===== config.mk =====
export PLATFORM = sky130hd
export DESIGN_NAME = lfa_motor_controller
export DESIGN_NICKNAME = d
export VERILOG_FILES = /design/src/rtl/lfa_pkg.sv /design/src/rtl/lfa_pwm_gen.sv /design/src/rtl/lfa_motor_controller.sv
export SDC_FILE = /design/constraint.sdc
export NUM_CORES = 1
export LEC_CHECK = 0
export ABC_CLOCK_PERIOD_IN_PS = 4500
export BUFFER_PORTS_ARGS = -buffer_cell sky130_fd_sc_hd__buf_4
export CELL_PAD_IN_SITES_DETAIL_PLACEMENT = 0
export CELL_PAD_IN_SITES_GLOBAL_PLACEMENT = 1
export CORE_AREA = 8 8 98 100
export CTS_BUF_LIST = sky130_fd_sc_hd__clkbuf_8
export CTS_CLUSTER_SIZE = 12
export DETAILED_ROUTE_END_ITERATION = 7
export DIE_AREA = 0 0 106 108
export PLACE_DENSITY = 0.85
export SKIP_LAST_GASP = 1
export SLEW_MARGIN = 0
export SYNTH_ARGS = -nofsm -noshare
export SYNTH_HDL_FRONTEND = slang
export SYNTH_HIERARCHICAL = 1
export SYNTH_SLANG_ARGS = --single-unit

===== constraint.sdc =====
create_clock -name clk -period 4.5 [get_ports clk]
set_input_delay 0.9 -clock clk [delete_from_list [all_inputs] [get_ports clk]]
set_output_delay 0.9 -clock clk [all_outputs]
set_load 0.01 [all_outputs]

===== src/rtl/lfa_pkg.sv =====
// lfa_pkg: shared state encoding, motor bundle and channel helpers for the line follower
package lfa_pkg;
  typedef enum logic [2:0] {
    FORWARD  = 3'd0,
    LEFT     = 3'd1,
    RIGHT    = 3'd2,
    STOP     = 3'd3,
    JUNCTION = 3'd4
  } state_t;
  typedef struct packed {
    logic a;
    logic b;
    logic c;
    logic d;
  } motor_t;
  function automatic int center(input int num_ch);
    return num_ch / 2;
  endfunction
endpackage


===== src/rtl/lfa_pwm_gen.sv =====
// lfa_pwm_gen: free-running PWM counter, output high while counter < duty
module lfa_pwm_gen #(
  parameter int PWM_W = 8
) (
  input  logic             clk,
  input  logic             reset,
  input  logic             en,
  input  logic [PWM_W-1:0] duty,
  output logic             pwm_out
);
  logic [PWM_W-1:0] cnt;
  always_ff @(posedge clk)
    if (reset) cnt <= '0;
    else if (en) cnt <= cnt + 1'b1;
  assign pwm_out = cnt < duty;
endmodule


===== src/rtl/lfa_motor_controller.sv =====
// lfa_motor_controller: hysteresis line detect, debounced steering FSM and PWM motor drive
module lfa_motor_controller
  import lfa_pkg::*;
#(
  parameter int NUM_CH      = 3,
  parameter int DATA_W      = 12,
  parameter int THRESH_HI   = 2048,
  parameter int THRESH_LO   = 1536,
  parameter int PWM_W       = 8,
  parameter int DUTY_FWD    = 200,
  parameter int DUTY_TURN   = 150,
  parameter int JN_DEBOUNCE = 4,
  parameter int JN_HOLD     = 8,
  parameter int LOST_LIMIT  = 16,
  parameter int JCNT_W      = 4
) (
  input  logic                     clk,
  input  logic                     reset,
  input  logic                     sample_valid,
  input  logic [NUM_CH*DATA_W-1:0] sample_data,
  input  logic                     pause,
  output logic                     a,
  output logic                     b,
  output logic                     c,
  output logic                     d,
  output logic [2:0]               state,
  output logic [JCNT_W-1:0]        junction_count,
  output logic                     junction_pulse
);
  localparam int CTR = center(NUM_CH);
  localparam int JW = $clog2(JN_DEBOUNCE + 1);
  localparam int HW = $clog2(JN_HOLD + 1);
  localparam int LW = $clog2(LOST_LIMIT + 1);
  localparam logic [DATA_W-1:0] HI = DATA_W'(THRESH_HI);
  localparam logic [DATA_W-1:0] LO = DATA_W'(THRESH_LO);
  logic                     in_valid, line_valid;
  logic [NUM_CH*DATA_W-1:0] in_data;
  logic [NUM_CH-1:0]        line, line_nxt;
  logic                     grp_l, grp_r, grp_all, grp_none;
  state_t                   st;
  logic [JW-1:0]            jn_run;
  logic [HW-1:0]            hold;
  logic [LW-1:0]            lost_run, lost_nxt;
  logic                     pwm_fwd, pwm_turn;
  motor_t                   drv, drv_nxt;
  always_ff @(posedge clk)
    if (reset) begin
      in_valid <= 1'b0;
      in_data <= '0;
    end else if (!pause) begin
      in_valid <= sample_valid;
      in_data <= sample_data;
    end
  for (genvar i = 0; i < NUM_CH; i++) begin : g_ch
    logic [DATA_W-1:0] s;
    assign s = in_data[i*DATA_W +: DATA_W];
    assign line_nxt[i] = s >= HI ? 1'b1 : s <= LO ? 1'b0 : line[i];
  end
  always_ff @(posedge clk)
    if (reset) begin
      line <= '0;
      line_valid <= 1'b0;
    end else if (!pause) begin
      line_valid <= in_valid;
      if (in_valid) line <= line_nxt;
    end
  assign grp_l = |line[CTR-1:0];
  assign grp_r = |line[NUM_CH-1:CTR+1];
  assign grp_all = &line;
  assign grp_none = ~|line;
  assign lost_nxt = lost_run == LW'(LOST_LIMIT) ? lost_run : lost_run + 1'b1;
  // steering state only changes on a sample slot; sensors are ignored during the junction hold
  always_ff @(posedge clk)
    if (reset) begin
      st <= STOP;
      jn_run <= '0;
      lost_run <= '0;
      hold <= '0;
      junction_count <= '0;
      junction_pulse <= 1'b0;
    end else begin
      junction_pulse <= 1'b0;
      if (!pause && line_valid) begin
        if (st == JUNCTION) begin
          hold <= hold + 1'b1;
          if (hold == HW'(JN_HOLD - 1)) begin
            st <= FORWARD;
            hold <= '0;
          end
        end else if (grp_all) begin
          lost_run <= '0;
          if (jn_run == JW'(JN_DEBOUNCE - 1)) begin
            st <= JUNCTION;
            jn_run <= '0;
            hold <= '0;
            junction_pulse <= 1'b1;
            if (junction_count != '1) junction_count <= junction_count + 1'b1;
          end else jn_run <= jn_run + 1'b1;
        end else if (grp_none) begin
          jn_run <= '0;
          lost_run <= lost_nxt;
          if (lost_nxt == LW'(LOST_LIMIT)) st <= STOP;
        end else begin
          jn_run <= '0;
          lost_run <= '0;
          st <= grp_l && !grp_r ? LEFT : grp_r && !grp_l ? RIGHT : FORWARD;
        end
      end
    end
  lfa_pwm_gen #(.PWM_W(PWM_W)) u_pwm_fwd (
    .clk(clk), .reset(reset), .en(!pause), .duty(PWM_W'(DUTY_FWD)), .pwm_out(pwm_fwd)
  );
  lfa_pwm_gen #(.PWM_W(PWM_W)) u_pwm_turn (
    .clk(clk), .reset(reset), .en(!pause), .duty(PWM_W'(DUTY_TURN)), .pwm_out(pwm_turn)
  );
  always_comb begin
    drv_nxt = '0;
    drv_nxt.a = (st == FORWARD || st == JUNCTION) ? pwm_fwd : st == RIGHT ? pwm_turn : 1'b0;
    drv_nxt.c = (st == FORWARD || st == JUNCTION) ? pwm_fwd : st == LEFT ? pwm_turn : 1'b0;
  end
  always_ff @(posedge clk)
    if (reset) drv <= '0;
    else drv <= pause ? '0 : drv_nxt;
  assign a = drv.a;
  assign b = drv.b;
  assign c = drv.c;
  assign d = drv.d;
  assign state = st;
endmodule


# After elaboration in Yosys (flattened, before gate mapping)
# Index checks and enable logic that the tools add are counted.
# totals
register_bits,81
inputBits,40
output_inout_bits,12
wordCells,99
# classes
n_addsub,6
magnitude_cmp,8
n_eq_ne,10
mux,28
n_bitwise,4
reduce_logical,25
# op_table
cell,count
"12-bit >= comparator, second input constant",3
"12-bit by 11-bit less-or-equal comparator with 1-bit output, second input constant",3
3-bit 2-to-1 mux,8
"8-bit by 1-bit adder with 8-bit output, second input constant",2
"8-bit < comparator, second input constant",2
4-bit 2-to-1 mux,4
5-bit 2-to-1 mux,3
3-bit AND reduction,5
1-bit 2-to-1 mux,11
"5-bit equality test, second input constant",2
2-bit nonzero test,5
"4-bit by 1-bit adder with 4-bit output, second input constant",2
7-bit AND reduction,1
"3-bit by 2-bit equality test with 1-bit output, second input constant",2
"5-bit by 1-bit adder with 5-bit output, second input constant",1
"4-bit by 3-bit equality test with 1-bit output, second input constant",1
2-bit 2-to-1 mux,2
"4-bit != test, second input constant",1
1-bit inverter,4
4-bit AND reduction,1
4-bit nonzero test,1
4-bit OR reduction,1
"3-bit by 1-bit adder with 3-bit output, second input constant",1
"3-bit by 1-bit equality test with 1-bit output, second input constant",1
other kinds (10),14

# Logic depth before layout (Yosys ltp)
# Gate-level depths: netlist of the first run.
# logic_depth
ltp_word,7
mapped_depth,8
depth_no_buf,8

# Modules after synthesis
# Netlist of the first run, hierarchy kept.
# by_module_without_submodules
module,n_inst,cells_per_inst,area_each_um2,seq_area_each_um2
lfa_motor_controller,1,298,2736.4,1261.2
lfa_pwm_gen,2,63,518.0,160.2

# Worst setup path after synthesis of the first run
# Ideal clock, no wire load.
# synth_timing
kind,in2reg
start,input port pause
end,register junction_count[3]
setup_ns,0.128
arrival_time_ns,2.033
required_ns,4.372
setup_slack_ns,2.339
path_stages,7
n_path_buf,2
path_cell_list,clkbuf_1 -> nand2b_1 -> buf_2 -> nor4_2 -> nand3_1 -> xor2_1 -> nor2_1
# synth_via
elab_chain_len,3
# synth_lines
item,line_no,text
"start, declared",lfa_motor_controller.sv:21,"input logic pause,"
1-bit logical NOT,-,
1-bit logical AND,lfa_motor_controller.sv:83,if (!pause && line_valid) begin
7-bit AND reduction (no source line),-,
"end signal, assigned",lfa_motor_controller.sv:97,if (junction_count != '1) junction_count <= junction_count + 1'b1;
"end, declared",lfa_motor_controller.sv:27,"output logic [JCNT_W-1:0] junction_count,"
# Every way passes these cells.
# A chain may end at the register's enable or synchronous reset.

# Worst setup path after layout of the first run
# Same ends and word-level chain as after synthesis.

==> summary.md, run 1 <==
| Metric | Value |
|---|---|
| EDFF count, synth | 0 |
| Crit path max fanout | 44 |
| NumNets Final | 538 |
| Avg Inst Size Synth | 8.90 um^2 |
| DIE AREA | 0.0114 mm^2 |
| Count of input and output buffers | 49 |
| Core region area | 0.00805 mm^2 |
| Sequential share of power | 50.8% |
| Power share of the combinational group | 8.1% |
| Count of pins over their slew limit | 0 |
| Cells along the critical path | buf_4, nand2b_1, nor4_2, nand3_1, xor2_1, nor2_1 |
| Placed wire-length estimate after detailed placement | 5.27 mm |
| Residual DRC | 0 |
| Maxcap violations | 0 |
| Total via count after detailed routing | 2,973 |
| # setup viols final | 0 |
| Hold crit path type | reg2reg |
| Internal power | 0.00113 W |
| Flip-flop and latch count after synthesis | 79 |
| Number of buffers created by CTS | 9 |
| Initial standard-cell utilization of the core | 46.9% |
| Part of the Yosys area used for sequential elements | 41.9% |
| Fmax | 432 MHz |
| Number of primary I/O pins | 52 |
| Worst Max-Slew Pin Slew | 0.820 ns |
| Number of H-tree branching levels | 3 |
| Clock latency of the later-clocked register in the worst-skew pair | 0.35 ns |
| Drt total wl | 7.43 mm |
| Cell at the slowest stage of the critical path | nor4_2 |
| Synth Warn # | 6 |
| Headroom to the max-slew limit | 45.3% |
| Part of the power in the clock network | 41.2% |
| Clock input transition at the sequential cells of the worst setup and hold paths | 0.08 ns |
| Kind of capture point of the worst setup path | flop |
| Clock tree root driver cell | clkbuf_8 |
| DR WL/cell | 12.7 um |
| Final sum of negative setup slack | 0 ns |
| Number of optimization iterations in the first detailed-route pass | 4 |
| Ratio of cells with drive above 1 in the final layout | 15.8% |
| Die Span X | 106 um |
| Power density normalized to cell area | 328 mW/mm^2 |
| Wire length of the first global-routing pass | 12.9 mm |
| Switching Power | 0.000332 W |
| Critical Setup Path Class | in2reg |
| Initial detailed-routing violation count | 118 |
| Post-cts sizing count | 0 |
| Crit path time final | 2.31 ns |
| Worst path arrival time | 2.52 ns |
| Clock sink total | 79 |
| Leakage | 1.95 nW |
| Maximum number of pins on one net before global-route repair | 82 |
| Post-Synthesis Cell Area | 0.00377 mm^2 |
| Type of element launching the critical path | primary input |
| Period utilisation layout | 51.4% |
| Most used flip-flop cell after synthesis | dfxtp_1 |
| Setup repair after global routing missed its margin | false |
| Placed cell count | 571 |
| Largest stage delay on the critical path | 0.50 ns |
| DR vias/cell | 5.06 |
| Gate count of the mapped netlist | 424 |
| Final standard cell count with taps included and fillers excluded | 587 |
| Count of antenna-violating nets left after detailed routing | 0 |
| Proportion of register bits with asynchronous set or reset after synthesis | 0% |
| Post-synthesis cell type count | 48 |
| Initial antenna violation count | 0 |
| Number of hold-slack violations in the final timing report | 0 |
| Worst endpoint required time | 4.71 ns |
| Final weighted congestion in routability-driven placement | 0.803 |
| Site Rows | 33 |
| All-layer global routing usage | 13.6% |
| Maximum number of buffers from clock root to sink | 2 |
| CTS tree | done |
| Cell family with the largest share of critical-path delay | simple AND/OR/NAND/NOR gates |
| Number of global-route vias before repair | 2,938 |
| Clock tree skew after final layout | 0.0107 ns |
| Number of hold buffers added after cts | 0 |
| Growth of design area from synthesis to finish | 17.8% |
| Peak supply drop | 0.177 mV |
| Die span in y | 108 um |
| Grt ovf | 0 |
| ANT cells | 0 |
| Switching Fraction | 22.8% |
| Buffers inserted by post-CTS timing repair | 0 |
| Run status | completed |
| Critical path buffer and inverter count | 1 |
==> routing by layer <==
metal | global-route usage (%) | wire length, um
met1 | 16.6 | 3660
met2 | 21.6 | 3270
met3 | 3.81 | 351
met4 | 6.83 | 141
met5 | 0 | 0
==> placed cells by master, fill, tap and decap left out, types with 5 or more instances in the layout <==
master | synthesis | routed
clkbuf_8 | 0 | 11
nand2_1 | 23 | 23
mux2i_1 | 43 | 43
xor2_1 | 9 | 9
nand3_1 | 19 | 19
o21ai_0 | 15 | 15
ha_1 | 21 | 21
nor2b_1 | 5 | 5
inv_1 | 19 | 20
or3_1 | 6 | 6
nor4_1 | 8 | 8
a21oi_1 | 27 | 27
buf_4 | 2 | 49
conb_1 | 2 | 18
nor2_1 | 70 | 70
dfxtp_1 | 79 | 79
==> worst register-to-register path, cell delays in order, from the launching register on <==
cell and delay (ns):
dfxtp_1 0.45, inv_1 0.09, ha_1 0.34, a2111oi_0 0.41
nor3_2 0.12, nor3_2 0.30, mux2i_1 0.22
==> cell families after synthesis <==
logic type / after synthesis / synth area share, %
buf+inv: 42 / 5.01
flops: 79 / 41.9
mux: 44 / 11.7
fa+ha+maj: 21 / 6.97
xor+xnor: 13 / 3.02
compound gates: 63 / 10.0
other cells: 2 / 0.199
simple gates: 160 / 21.2
==> power by group through the flow <==
stage / combinational [W] / clock (W) / sequential (W)
2_1_floorplan: 0.0000847 / 0 / 0.000751
3_3_place_gp: 0.000115 / 0 / 0.000755
3_5_place_dp: 0.000119 / 0 / 0.000756
4_1_cts: 0.000119 / 0.000617 / 0.000740
5_1_grt: 0.000134 / 0.000645 / 0.000743
6_report: 0.000118 / 0.000600 / 0.000740
==> layout make-up <==
type                       count  area (um^2)
clock buffer                  11          151
clock inverter                 5         80.1
fill                         754         3610
inverter                      19         71.3
multi-input combinational    319         2060
sequential                    79         1580
tap                          105          131
timing repair buffer          49          368
==> path summary, 6_finish.rpt <==
path                  endpoint  slack [ns]  depth (start not counted)        start
min                    line[1]        0.46                          2  in_data[23]
max reg2reg           state[0]        2.51                          6  lost_run[0]
min reg2reg            line[1]        0.46                          2  in_data[23]
max          junction_count[3]        2.19                          6        pause
==> cells in the mapped netlist, types with 2 or more instances <==
cell type	instances	area, um^2
mux2i_1	43	430
clkbuf_1	11	41.3
xor2_1	9	78.8
nor3_1	4	20.0
inv_1	19	71.3
nor4_1	8	50.1
clkbuf_2	2	10.0
and3_1	2	12.5
conb_1	2	7.51
and3b_1	2	17.5
dfxtp_1	79	1580
nand2_1	23	86.3
a211oi_1	3	22.5
a22oi_1	3	22.5
a31oi_1	4	25.0
nand4_1	4	25.0
nand3b_1	2	15.0
o211ai_1	3	22.5
or3_1	6	37.5
a21oi_1	27	135
nand2b_1	4	25.0
nand4_2	2	25.0
buf_6	2	22.5
xnor2_1	4	35.0
nor3_2	3	30.0
ha_1	21	263
nor2_1	70	263
o21ai_0	15	75.1
nor2b_1	5	31.3
buf_2	5	25.0
buf_4	2	15.0
nand3_1	19	95.1
==> through the flow <==
| stage | hold WS, ns | setup WS [ns] | area (um^2) | util (%) | power [W] |
|---|---|---|---|---|---|
| 2_1_floorplan | 0.436 | 2.34 | 3830 | - | 0.000836 |
| 3_3_place_gp | 0.444 | 1.86 | 4210 | 52.3 | 0.000870 |
| 3_5_place_dp | 0.457 | 1.79 | 4210 | 52.3 | 0.000874 |
| 4_1_cts | 0.459 | 2.19 | 4450 | 55.2 | 0.00148 |
| 5_1_grt | 0.478 | 2.04 | 4450 | 55.2 | 0.00152 |
| 6_report | 0.461 | 2.19 | 4450 | 55.2 | 0.00146 |
==> flip-flops by register name (all words and copies together), names as in the netlist <==
name and count:
c 1, u_pwm_turn/cnt 8, line 3, a 1, line_valid 1, in_data 36, in_valid 1, lost_run 5
hold 4, state 3, junction_pulse 1, junction_count 4, jn_run 3, u_pwm_fwd/cnt 8
Note: power is estimated with default switching activity, not from simulation.
==> inputs of run 2 (changes only) <==
--- a/config.mk
+++ b/config.mk
@@ -5,16 +5,16 @@
 export SDC_FILE = /design/constraint.sdc
 export NUM_CORES = 1
 export LEC_CHECK = 0
-export ABC_CLOCK_PERIOD_IN_PS = 4500
+export ABC_CLOCK_PERIOD_IN_PS = 2200
 export BUFFER_PORTS_ARGS = -buffer_cell sky130_fd_sc_hd__buf_4
 export CELL_PAD_IN_SITES_DETAIL_PLACEMENT = 0
 export CELL_PAD_IN_SITES_GLOBAL_PLACEMENT = 1
-export CORE_AREA = 8 8 98 100
+export CORE_AREA = 8 8 101 103
 export CTS_BUF_LIST = sky130_fd_sc_hd__clkbuf_8
 export CTS_CLUSTER_SIZE = 12
 export DETAILED_ROUTE_END_ITERATION = 7
-export DIE_AREA = 0 0 106 108
-export PLACE_DENSITY = 0.85
+export DIE_AREA = 0 0 109 111
+export PLACE_DENSITY = 0.8
 export SKIP_LAST_GASP = 1
 export SLEW_MARGIN = 0
 export SYNTH_ARGS = -nofsm -noshare
==> constraint.sdc (replaced) <==
create_clock -name clk -period 2.2 [get_ports clk]
set_input_delay 0.44 -clock clk [delete_from_list [all_inputs] [get_ports clk]]
set_output_delay 0.44 -clock clk [all_outputs]
set_load 0.01 [all_outputs]
==> summary.md, run 2 (synthesized netlist as in run 1, its figures left out) <==
| Metric | Value |
|---|---|
| Leading cell type in the layout, fill and taps excluded | dfxtp_1 |
| Post-cts sizing count | 0 (unchanged) |
| Number of hold-slack violations in the final timing report | 0 (unchanged) |
| Initial standard-cell utilization of the core | 44.1% (-2.7 points) |
| Final standard cell count with taps included and fillers excluded | 594 (+1.2%) |
| # fillers | 831 (+10%) |
| Number of flip-flops in the largest register | 36 (unchanged) |
| Die Span X | 109 um (+2.8%) |
| Hold crit path type | in2reg |
| Run status | completed |
| DR WL/cell | 12.8 um (+1.1%) |
| Worst endpoint required time | 2.48 ns (-2.23 ns) |
| Final sum of negative setup slack | 0 ns (unchanged) |
| Total via count after detailed routing | 3,042 (+2.3%) |
| Clock latency of the later-clocked register in the worst-skew pair | 0.35 ns (about the same) |
| Headroom to the max-slew limit | 58.7% (+13 points) |
| Kind of capture point of the worst setup path | flop |
| Fmax | 510 MHz |
| HP Start | pause |
| Core region area | 0.00855 mm^2 (+6.2%) |
| Clock tree skew after final layout | 0.00639 ns (-0.00435 ns) |
| Setup repair after global routing missed its margin | false |
| Most flops, register | in_data |
| Worst Max-Slew Pin Slew | 0.619 ns (-0.201 ns) |
| Placed wire-length estimate after detailed placement | 5.66 mm (+7.3%) |
| Final Core Density | 52.5% (-2.7 points) |
| Worst reg2reg path endpoint | state[1] |
| Maximum number of buffers from clock root to sink | 2 (unchanged) |
| Combined flip-flop and latch cell area | 0.00158 mm^2 (unchanged) |
| Peak supply drop | 0.409 mV (+130%) |
| Maximum number of pins on one net before global-route repair | 42 (-49%) |
| Critical Setup Path Class | reg2reg |
| Most used cells in the layout excluding fill and tap cells | dfxtp_1 (79), nor2_1 (70), buf_4 (52) |
| Worst R2R Setup Slack | 0.24 ns (-2.27 ns) |
| Die span in y | 111 um (+2.8%) |
| # setup viols final | 0 (unchanged) |
| Worst r2r src | lost_run[0] |
| Final weighted congestion in routability-driven placement | 0.855 (+6.5%) |
| Clock sink total | 79 (unchanged) |
| Number of primary I/O pins | 52 (unchanged) |
| CTS tree | done |
| Total cell area at the placement stage | 0.00426 mm^2 (+1.1%) |
| Number of H-tree branching levels | 3 (unchanged) |
| ANT cells | 0 (unchanged) |
| All-layer global routing usage | 13.2% (-0.41 points) |
| Number of global-route vias before repair | 2,892 (-1.6%) |
| Crit path time final | 1.96 ns |
| DIE AREA | 0.0121 mm^2 (+5.7%) |
| Type of element launching the critical path | flop |
| Count of antenna-violating nets left after detailed routing | 0 (unchanged) |
| Growth of design area from synthesis to finish | 19.0% |
| Residual DRC | 0 (unchanged) |
| Ratio of cells with drive above 1 in the final layout | 16.7% (+0.90 points) |
| Capture point of the critical path | state[1] |
| Post-layout instance area | 0.00449 mm^2 (+0.99%) |
| Worst setup path startpoint | lost_run[0] |
| Crit path max fanout | 7 (-84%) |
| Initial antenna violation count | 0 (unchanged) |
| Grt ovf | 0 (unchanged) |
| Wire length of the first global-routing pass | 13.2 mm (+1.9%) |
| DR vias/cell | 5.12 (+1.1%) |
| Number of cells on the worst reg-to-reg path | 6 (unchanged) |
| Registers with the most flip-flops | in_data x36, u_pwm_fwd/cnt x8, u_pwm_turn/cnt x8 |
| Site Rows | 34 (+3.0%) |
| Area taken by multi-input logic gates | 0.00206 mm^2 (unchanged) |
| Placed cell count | 578 (+1.2%) |
| Clock tree root driver cell | clkbuf_8 |
| Count of input and output buffers | 49 (unchanged) |
| Maxcap violations | 0 (unchanged) |
| Buffers inserted by post-CTS timing repair | 0 (unchanged) |
| Count of pins over their slew limit | 0 (unchanged) |
| Power density normalized to cell area | 664 mW/mm^2 (+100%) |
| Worst path arrival time | 2.24 ns (-0.28 ns) |
| Number of optimization iterations in the first detailed-route pass | 4 (unchanged) |
| Drt total wl | 7.60 mm (+2.3%) |
| Leakage | 1.98 nW (+1.2%) |
| Number of hold buffers added after cts | 0 (unchanged) |
| Number of buffers created by CTS | 9 (unchanged) |
| Clock input transition at the sequential cells of the worst setup and hold paths | 0.08 ns (about the same) |
| Period utilisation layout | 89.1% |
| Initial detailed-routing violation count | 85 (-28%) |
| NumNets Final | 542 (+0.74%) |
[run 2: cell types whose count changed in the layout (fill, tap and decap cells not counted), sizes merged]
cell and delta:
buf +4, clkbuf -1, clkinv +3, clkinvlp -1, inv -1
[run 2: how the worst min path moves through the flow]
stage                       end  depth (start not counted)
floorplan             jn_run[1]                          2
global placement        line[2]                          2
detailed placement      line[1]                          2
CTS                           c                          2
global route        in_data[30]                          3
finish                        c                          2
[run 2: worst max-delay path, stage by stage, from the launching register on]
cell,delay (ns)
dfxtp_1,0.43
inv_1,0.09
ha_1,0.33
a2111oi_0,0.41
nor3_2,0.11
nor3_2,0.30
mux2i_1,0.21
[run 2: cell type report]
| class | instances | area share, % |
|---|---|---|
| multi-input cells | 319 | 45.9 |
| inverters | 19 | 1.59 |
| repair buffers | 53 | 9.14 |
| flip-flops and latches | 79 | 35.2 |
| well taps | 108 | 3.01 |
| clock inverters | 6 | 2.03 |
| clock buffers | 10 | 3.07 |
[run 2: through the flow]
| stage | worst slack, ns | hold WS [ns] | power [W] |
|---|---|---|---|
| after floorplan | 0.452 | 0.436 | 0.00171 |
| after global placement | 0.355 | 0.443 | 0.00179 |
| after detailed placement | 0.274 | 0.452 | 0.00180 |
| after CTS | 0.246 | 0.291 | 0.00302 |
| after global routing | 0.0269 | 0.294 | 0.00313 |
| final | 0.239 | 0.312 | 0.00298 |
[run 2: power by group]
part	leakage [nW]	switching [W]	total [W]	internal, W
clock network	0.117	0.000544	0.00122	0.000676
logic	1.21	0.000120	0.000247	0.000127
registers	0.645	0.0000333	0.00151	0.00148
total	1.98	0.000697	0.00298	0.00228
[run 2: layer usage]
layer / wire [um] / GRT usage (%) / vias to the layer above / part of all wire (%)
met5: 0 / 0 / - / 0
met4: 76 / 5.48 / 0 / 1.0
met3: 415 / 3.95 / 7 / 5.5
met2: 3390 / 19.1 / 55 / 45
met1: 3710 / 17.5 / 1410 / 49
li1: - / - / 1570 / -
